File: src/rtl/usr_pkg.sv
// Shared definitions for the universal shift register: mode codes, FSM states
// and the burst-eligible mode check.
package usr_pkg;

   localparam logic [2:0] MODE_HOLD  = 3'b000;
   localparam logic [2:0] MODE_SHL   = 3'b001;
   localparam logic [2:0] MODE_SHR   = 3'b010;
   localparam logic [2:0] MODE_ROTL  = 3'b011;
   localparam logic [2:0] MODE_ROTR  = 3'b100;
   localparam logic [2:0] MODE_LOAD  = 3'b101;
   localparam logic [2:0] MODE_ASR   = 3'b110;
   localparam logic [2:0] MODE_CLEAR = 3'b111;

   typedef enum logic [1:0] {
      ST_IDLE  = 2'd0,
      ST_SHIFT = 2'd1,
      ST_DONE  = 2'd2
   } state_t;

   // Only pure shift/rotate modes may be repeated by the burst sequencer.
   function automatic logic is_shift_mode(input logic [2:0] m);
      return (m == MODE_SHL) || (m == MODE_SHR) || (m == MODE_ROTL) ||
             (m == MODE_ROTR) || (m == MODE_ASR);
   endfunction

endpackage

File: src/rtl/usr_shift_alu.sv
// Combinational next-value unit shared by the manual and burst paths.
module usr_shift_alu
   import usr_pkg::*;
#(
   parameter int WIDTH = 8
) (
   input  logic [WIDTH-1:0] q,
   input  logic [2:0]       mode,
   input  logic [WIDTH-1:0] d,
   input  logic             sin_l,
   input  logic             sin_r,
   output logic [WIDTH-1:0] nxt
);

   always_comb begin
      nxt = q;
      case (mode)
         MODE_HOLD:  nxt = q;
         MODE_SHL:   nxt = {q[WIDTH-2:0], sin_l};
         MODE_SHR:   nxt = {sin_r, q[WIDTH-1:1]};
         MODE_ROTL:  nxt = {q[WIDTH-2:0], q[WIDTH-1]};
         MODE_ROTR:  nxt = {q[0], q[WIDTH-1:1]};
         MODE_LOAD:  nxt = d;
         MODE_ASR:   nxt = {q[WIDTH-1], q[WIDTH-1:1]};
         MODE_CLEAR: nxt = '0;
         default:    nxt = q;
      endcase
   end

endmodule

File: src/rtl/univ_shift_reg.sv
// Universal WIDTH-bit register with manual modes and an N-shift burst sequencer.
//
//   state    | meaning
//   ---------+-----------------------------------------------------------
//   ST_IDLE  | manual operation; a start with a shift mode launches a burst
//   ST_SHIFT | one burst_mode shift per edge until the counter reaches zero
//   ST_DONE  | done pulse for one cycle, q held, then back to ST_IDLE
module univ_shift_reg
   import usr_pkg::*;
#(
   parameter int WIDTH = 8,
   parameter int CNT_W = 4
) (
   input  logic             clk,
   input  logic             reset,
   input  logic             en,
   input  logic [2:0]       mode,
   input  logic [WIDTH-1:0] d,
   input  logic             sin_l,
   input  logic             sin_r,
   input  logic             start,
   input  logic [CNT_W-1:0] shift_cnt,
   output logic [WIDTH-1:0] q,
   output logic [WIDTH-1:0] qb,
   output logic             sout_msb,
   output logic             sout_lsb,
   output logic             busy,
   output logic             done
);

   state_t           state_q, state_d;
   logic [CNT_W-1:0] cnt_q, cnt_d;
   logic [2:0]       burst_mode_q, burst_mode_d;
   logic [2:0]       alu_mode;
   logic [WIDTH-1:0] q_r, nxt;

   usr_shift_alu #(.WIDTH(WIDTH)) u_alu (
      .q     (q_r),
      .mode  (alu_mode),
      .d     (d),
      .sin_l (sin_l),
      .sin_r (sin_r),
      .nxt   (nxt)
   );

   always_ff @(posedge clk) begin
      if (reset) begin
         state_q      <= ST_IDLE;
         cnt_q        <= '0;
         burst_mode_q <= MODE_HOLD;
         q_r          <= '0;
      end else begin
         state_q      <= state_d;
         cnt_q        <= cnt_d;
         burst_mode_q <= burst_mode_d;
         q_r          <= nxt;
      end
   end

   always_comb begin
      state_d      = state_q;
      cnt_d        = cnt_q;
      burst_mode_d = burst_mode_q;
      alu_mode     = MODE_HOLD;
      case (state_q)
         ST_IDLE: begin
            if (en && start && is_shift_mode(mode)) begin
               // q is left untouched on the accept edge
               burst_mode_d = mode;
               cnt_d        = shift_cnt;
               state_d      = (shift_cnt != '0) ? ST_SHIFT : ST_DONE;
            end else if (en) begin
               alu_mode = mode;
            end
         end
         ST_SHIFT: begin
            alu_mode = burst_mode_q;
            cnt_d    = cnt_q - CNT_W'(1);
            if (cnt_q == CNT_W'(1))
               state_d = ST_DONE;
         end
         ST_DONE: begin
            state_d = ST_IDLE;
         end
         default: begin
            state_d = ST_IDLE;
         end
      endcase
   end

   assign q        = q_r;
   assign qb       = ~q_r;
   assign sout_msb = q_r[WIDTH-1];
   assign sout_lsb = q_r[0];
   assign busy     = (state_q != ST_IDLE);
   assign done     = (state_q == ST_DONE);

endmodule
File: config.mk
export PLATFORM = sky130hd
export DESIGN_NAME = univ_shift_reg
export DESIGN_NICKNAME = d
export VERILOG_FILES = /design/src/rtl/usr_pkg.sv /design/src/rtl/usr_shift_alu.sv /design/src/rtl/univ_shift_reg.sv
export SDC_FILE = /design/constraint.sdc
export NUM_CORES = 1
export LEC_CHECK = 0
export BUFFER_PORTS_ARGS = -buffer_cell sky130_fd_sc_hd__buf_2
export CORE_ASPECT_RATIO = 1.25
export CORE_MARGIN = 3
export CORE_UTILIZATION = 44
export CTS_CLUSTER_DIAMETER = 30
export DETAILED_ROUTE_END_ITERATION = 12
export PLACE_DENSITY = 0.76
export SETUP_SLACK_MARGIN = 0.1
export SLEW_MARGIN = 20
export SYNTH_ARGS = -nofsm -noshare
export SYNTH_HDL_FRONTEND = slang
export SYNTH_SLANG_ARGS = --single-unit
File: constraint.sdc
create_clock -name clk -period 1.7 [get_ports clk]
set_input_delay 0.085 -clock clk [delete_from_list [all_inputs] [get_ports clk]]
set_output_delay 0.085 -clock clk [all_outputs]
set_load 0.005 [all_outputs]
# Word-level counts from Yosys, hierarchy flattened
# Cells that the tools add are included.
# op_classes
bitwise_logic,3
eq_ne,17
reduce_logical,15
n_addsub,1
n_mux,10
# op_table
operator,count
8-bit case mux with 7 select lines,1
3-bit == test (second input constant),6
3-bit by 2-bit == test with 1-bit output (second input constant),4
8-bit inverter,1
4-bit case mux with 2 select lines,1
2-bit AND reduction,4
3-bit by 1-bit == test with 1-bit output (second input constant),2
2-bit two-way mux,3
3-bit two-way mux,2
3-bit case mux with 2 select lines,1
4-bit by 1-bit == test with 1-bit output (second input constant),1
1-bit logical OR,4
4-bit two-way mux,1
2-bit inequality test (second input constant),2
2-bit case mux with 2 select lines,1
2-bit nonzero test,2
4-bit nonzero test,1
4-bit by 1-bit subtractor with 4-bit output (second input constant),1
3-bit zero test,1
2-bit by 1-bit == test with 1-bit output (second input constant),1
2-bit == test (second input constant),1
1-bit logical AND,2
2-bit zero test,1
1-bit inverter,2
# word_totals
output_inout_bits,20
word_cells,51
inputBits,21
register_bits,17

# Logic depth before layout (Yosys ltp)
# depth
word_depth,11
ltp_mapped,7
mapped_depth_nobuf,5

# Hierarchy
# From an unflattened synthesis, not the netlist that was laid out.
# unflattened
hier_cells,146
area_unflattened_um2,1161.1
# modules_own_cells
mod,area_per_inst_um2,cells_per_inst,instances,seq_area_each_um2
univ_shift_reg,783.3,92,1,340.3
usr_shift_alu,377.9,54,1,0.0

# Worst setup path after synthesis
# OpenSTA, ideal clock, no wires.
# synth_timing
path_kind,register to register
startpoint,register state_q[1]
endpoint,register q_r[7] (netlist: q[7])
setup_slack_ns,-0.080
synth_period_minus_slack_ns,1.780
stages_incl_launch_ff,8
n_path_buf,2
required_time_ns,1.581
arrival_ns,1.661
setup_ns,0.119
path_cell_list,dfxtp_1 > buf_6 > or2_0 > buf_6 > o31ai_4 > nand2_2 > o31a_1 > o221a_1
# synth_via
elab_chain_len,5
elab_cells_between_ends,15
cone_classes,eq/ne (8); mux (2); bitwise (2); reduce/logical (3)
# synth_lines
item,line,rtl
from (decl),univ_shift_reg.sv:31,"state_t state_q, state_d;"
from (signal assigned),univ_shift_reg.sv:53,state_q <= state_d;
2-bit by 1-bit == test with 1-bit output or 2-bit zero test (tied branches),univ_shift_reg.sv:65,case (state_q)
3-bit case mux with 2 select lines (*),univ_shift_reg.sv:65,
branches (longest 3 deep; another with 8-bit case mux with 7 select lines),n/a,
to (signal assigned),univ_shift_reg.sv:56,q_r <= nxt;
to (decl),univ_shift_reg.sv:35,"logic [WIDTH-1:0] q_r, nxt;"
# Mark *: on every way between the ends.
# A chain may end at the register's enable or synchronous reset.

# Worst setup path in the final report
# Same ends and word-level chain as after synthesis.

==> PnR_summary.wiki <==
{| class="wikitable"
! Metric !! Value
|-
| Post-synth EDFFs || 0
|-
| Hold Violations, Final || 0
|-
| Design Area, Final || between 1500 and 2000 um^2
|-
| Synthesized instance count || 141
|-
| Avg WL per Cell || 14.72 um
|-
| Clock group share of total power || 0.196
|-
| Largest net degree at the start of global routing || 14
|-
| Register share of total power || 0.433
|-
| Combinational share of power || 0.371
|-
| DIE HEIGHT || about 64 um
|-
| Standard-cell row count || 20
|-
| Number of DRC violations after detailed routing || 0
|-
| Mapped Nets || roughly 160
|-
| Average size of a mapped cell || 8.430 um^2
|-
| Nets || 219
|-
| Cell total after placement || 216
|-
| Run status || finished, violations left
|-
| Final antenna diode count || 0
|-
| Fin cells || 228
|-
| Fraction of final layout cells sized beyond drive strength 1 || 0.4462
|-
| Initial core utilization || 0.4750
|-
| Count of unique library cells instantiated by Yosys || 48
|-
| Critical Path, Cell by Cell || or2_4, o31ai_4, buf_6, nand2_2, o31a_1, o221a_1
|-
| Number of max-slew violations in the final report || 0
|-
| Max Freq || 584.3 MHz
|-
| Yosys top cell area share || 0.2863
|-
| Number of antenna violations at the first check in global routing || 0
|-
| Clock sink count || 17
|-
| Placed inst area || 1476 um^2
|-
| Yosys Warn Count || 0
|-
| Worst ir drop on vdd || 0.0004054 V
|-
| Number of fillers in the final layout || 220
|-
| Relative slew slack || 0.7433
|-
| Number of maximum-capacitance constraint violations || 0
|-
| Slowest-stage cell, CP || sky130_fd_sc_hd__dfxtp_2
|-
| Cell-internal power || 744.3 uW
|-
| Root buffer cell || sky130_fd_sc_hd__clkbuf_4
|-
| Die width || 52.49 um
|-
| P per Cell Area || 678.0 nW/um^2
|-
| Detailed placement HPWL || 2386 um
|-
| Initial drt markers || 26
|-
| Post-route fraction of the period consumed by the critical path || 1.007
|-
| Share of synthesized flip-flops with an asynchronous set or reset || 0
|-
| Largest fanout on the critical path || 6
|-
| Die area || about 3400 um^2
|-
| Arrival time of data at the critical path endpoint || 1.91 ns
|-
| Leakage power summed over all cells || 0.0006974 uW
|-
| Number of vias after detailed routing || 1307
|-
| # setup viols final || 1
|-
| Crit path time final || between 1.5 and 2 ns
|-
| Netlist area before placement || ~1200 um^2
|-
| Worst-Skew Late Latency || 0.29 ns
|-
| Global route overflow || 0
|-
| Final routed wirelength across all metal layers || ~3400 um
|-
| Number of flip-flops and latches in the synthesized netlist || 17
|-
| Largest stage delay on the critical path || 0.36 ns
|-
| Sw frac || 0.3363
|-
| Top cells by instance count after synthesis || sky130_fd_sc_hd__dfxtp_1, sky130_fd_sc_hd__inv_1, sky130_fd_sc_hd__a31oi_1, sky130_fd_sc_hd__nand2_1
|-
| Seq. cell area || 345.3 um^2
|-
| Share of synthesized area occupied by flip-flops and latches || 0.2863
|-
| Footprint of the multi-input gates || 848.3 um^2
|-
| Actual slew at the worst max-slew pin || roughly 0.38 ns
|-
| Area leader, netlist || sky130_fd_sc_hd__dfxtp_1
|-
| Kind of launch point of the worst setup path || register
|-
| Leading cell types by total area after synthesis || sky130_fd_sc_hd__dfxtp_1, sky130_fd_sc_hd__a31oi_1, sky130_fd_sc_hd__a22oi_1, sky130_fd_sc_hd__inv_1, sky130_fd_sc_hd__nand2_1
|-
| Via count of the first global-routing pass || 1232
|-
| CTS H-tree depth || 1
|-
| Setup clock skew after layout || 0.007523 ns
|-
| Weighted congestion at the end of routability-driven global placement || between 0.8 and 0.9
|-
| First-pass GRT wire length || 5423 um
|-
| Number of top-level pins || 41
|-
| Crit path required time || 1.90 ns
|-
| Cell family with the largest share of critical-path delay || compound AO/OA/AOI/OAI gates
|-
| Port Buffers || 40
|-
| Kind of critical path || reg2reg
|-
| Number of buffer and inverter stages on the critical path || 1
|-
| RSZ-0062 raised after global routing || true
|-
| Layout-stage area growth over the synthesis result || 39.16%
|-
| Hold buffers post-CTS || 0
|-
| Fin worst setup slack || -0.01145 ns
|-
| Class of the tightest hold or removal check || in2reg
|-
| Failing checks || setup timing
|-
| Detail-routed via count per cell || 5.732
|-
| Most frequent cell after synthesis || sky130_fd_sc_hd__dfxtp_1
|-
| Critical Path Sink Type || register
|-
| Clock transition at path regs || 0.10 ns
|-
| Switching power || roughly 380 uW
|-
| Core footprint || ~2500 um^2
|-
| Clock buffers created by TritonCTS || 3
|-
| Bufs on Longest Clock Path || 2
|-
| Total track usage || 0.2058
|-
| DRT Pass-1 Iters || 4
|-
| Flip-flop cell with the highest count after synthesis || sky130_fd_sc_hd__dfxtp_1
|-
| Remaining antenna violation count || 0
|-
| Clock tree from TritonCTS || built
|}
==> timing repair <==
action,CTS,global route
gates resized for setup,10,14
cloned,0,1
setup buffers,4,3
endpoints found under the setup margin,9,12
pin swaps,3,8
==> final cells by class <==
| class | instances | area share |
|---|---|---|
| repair buffers | 59 | 0.2126 |
| clock buffers | 4 | 0.01588 |
| multi-input cells | 104 | 0.5129 |
| inverters | 11 | 0.02496 |
| well taps | 33 | 0.02496 |
| flip-flops and latches | 17 | 0.2088 |
==> sequential cells by signal, indices dropped and copies added (netlist names) <==
signal,count
burst_mode_q,3
cnt_q,4
q,8
state_q,2
==> metal layers <==
layer	global-route usage	vias to the layer above	routed length (um)
met5	0	-	0
met4	0.08307	0	57
met3	0.02331	7	232
met2	0.3634	52	1747
met1	0.2439	606	1319
li1	-	642	-
==> final timing paths <==
| path | slack [ns] | depth (start not counted) | start | end |
|---|---|---|---|---|
| min reg2reg | 0.51 | 2 | burst_mode_q[2] | burst_mode_q[2] |
| min | 0.04 | 3 | shift_cnt[3] | cnt_q[3] |
| max | -0.01 | 6 | state_q[1] | q[7] |
| max reg2reg | -0.01 | 6 | state_q[1] | q[7] |
==> worst min-delay path, cell delays in order <==
cell and delay, ns:
sky130_fd_sc_hd__buf_2 0.10, sky130_fd_sc_hd__a221oi_2 0.05, sky130_fd_sc_hd__nor2_1 0.07
==> power groups by stage <==
stage	combinational, uW	clock (uW)	sequential [uW]
2_1_floorplan	233	0	485
3_3_place_gp	353	0	492
3_5_place_dp	360	0	495
4_1_cts	378	225	486
5_1_grt	458	252	493
6_report	416	220	486
==> metrics by stage <==
step	hold slack (ns)	total power, uW	TNS (ns)	setup slack (ns)	util
floorplan	0.2199	718.0	-0.01259	-0.01259	-
global placement	0.3361	844.3	0	0.02268	0.5900
detailed placement	0.3408	854.9	-0.2758	-0.04872	0.5900
CTS	0.03811	1089	0	0.03603	0.6225
global route	0.06291	1203	-0.4191	-0.08985	0.6610
finish	0.04295	1121	-0.01145	-0.01145	0.6610
==> cell families (layout without fill, tap and decap cells) <==
| family | count (synthesis) | in the layout | synth area share |
|---|---|---|---|
| AO/OA/AOI/OAI | 54 | 54 | 0.3505 |
| AND/OR/NAND/NOR | 45 | 45 | 0.2305 |
| buffers and inverters | 20 | 74 | 0.08525 |
| flip-flops | 17 | 17 | 0.2863 |
| multiplexers | 3 | 3 | 0.02632 |
| adder cells (fa/ha/maj) | 2 | 2 | 0.02105 |
==> cell usage in the layout (no fill, tap or decap), types with 2 or more instances in the layout <==
cell type / instances
sky130_fd_sc_hd__a31oi_4: 2
sky130_fd_sc_hd__a31o_2: 2
sky130_fd_sc_hd__inv_1: 11
sky130_fd_sc_hd__nand4_1: 2
sky130_fd_sc_hd__a31oi_1: 10
sky130_fd_sc_hd__and2_1: 2
sky130_fd_sc_hd__a211oi_1: 4
sky130_fd_sc_hd__nand2_1: 10
sky130_fd_sc_hd__mux2i_1: 2
sky130_fd_sc_hd__nand3b_1: 2
sky130_fd_sc_hd__dfxtp_1: 15
sky130_fd_sc_hd__buf_2: 41
sky130_fd_sc_hd__nor3_1: 3
sky130_fd_sc_hd__nand2b_1: 4
sky130_fd_sc_hd__nor2_1: 5
sky130_fd_sc_hd__a22oi_1: 5
sky130_fd_sc_hd__a21oi_1: 7
sky130_fd_sc_hd__o21ai_0: 6
sky130_fd_sc_hd__a221oi_2: 2
sky130_fd_sc_hd__clkbuf_4: 3
sky130_fd_sc_hd__o31a_1: 2
sky130_fd_sc_hd__or3_1: 3
sky130_fd_sc_hd__a22oi_2: 2
sky130_fd_sc_hd__buf_4: 15
sky130_fd_sc_hd__buf_6: 3
sky130_fd_sc_hd__nor2b_1: 2
sky130_fd_sc_hd__ha_1: 2
No activity file was read; power rests on OpenSTA's default activity.
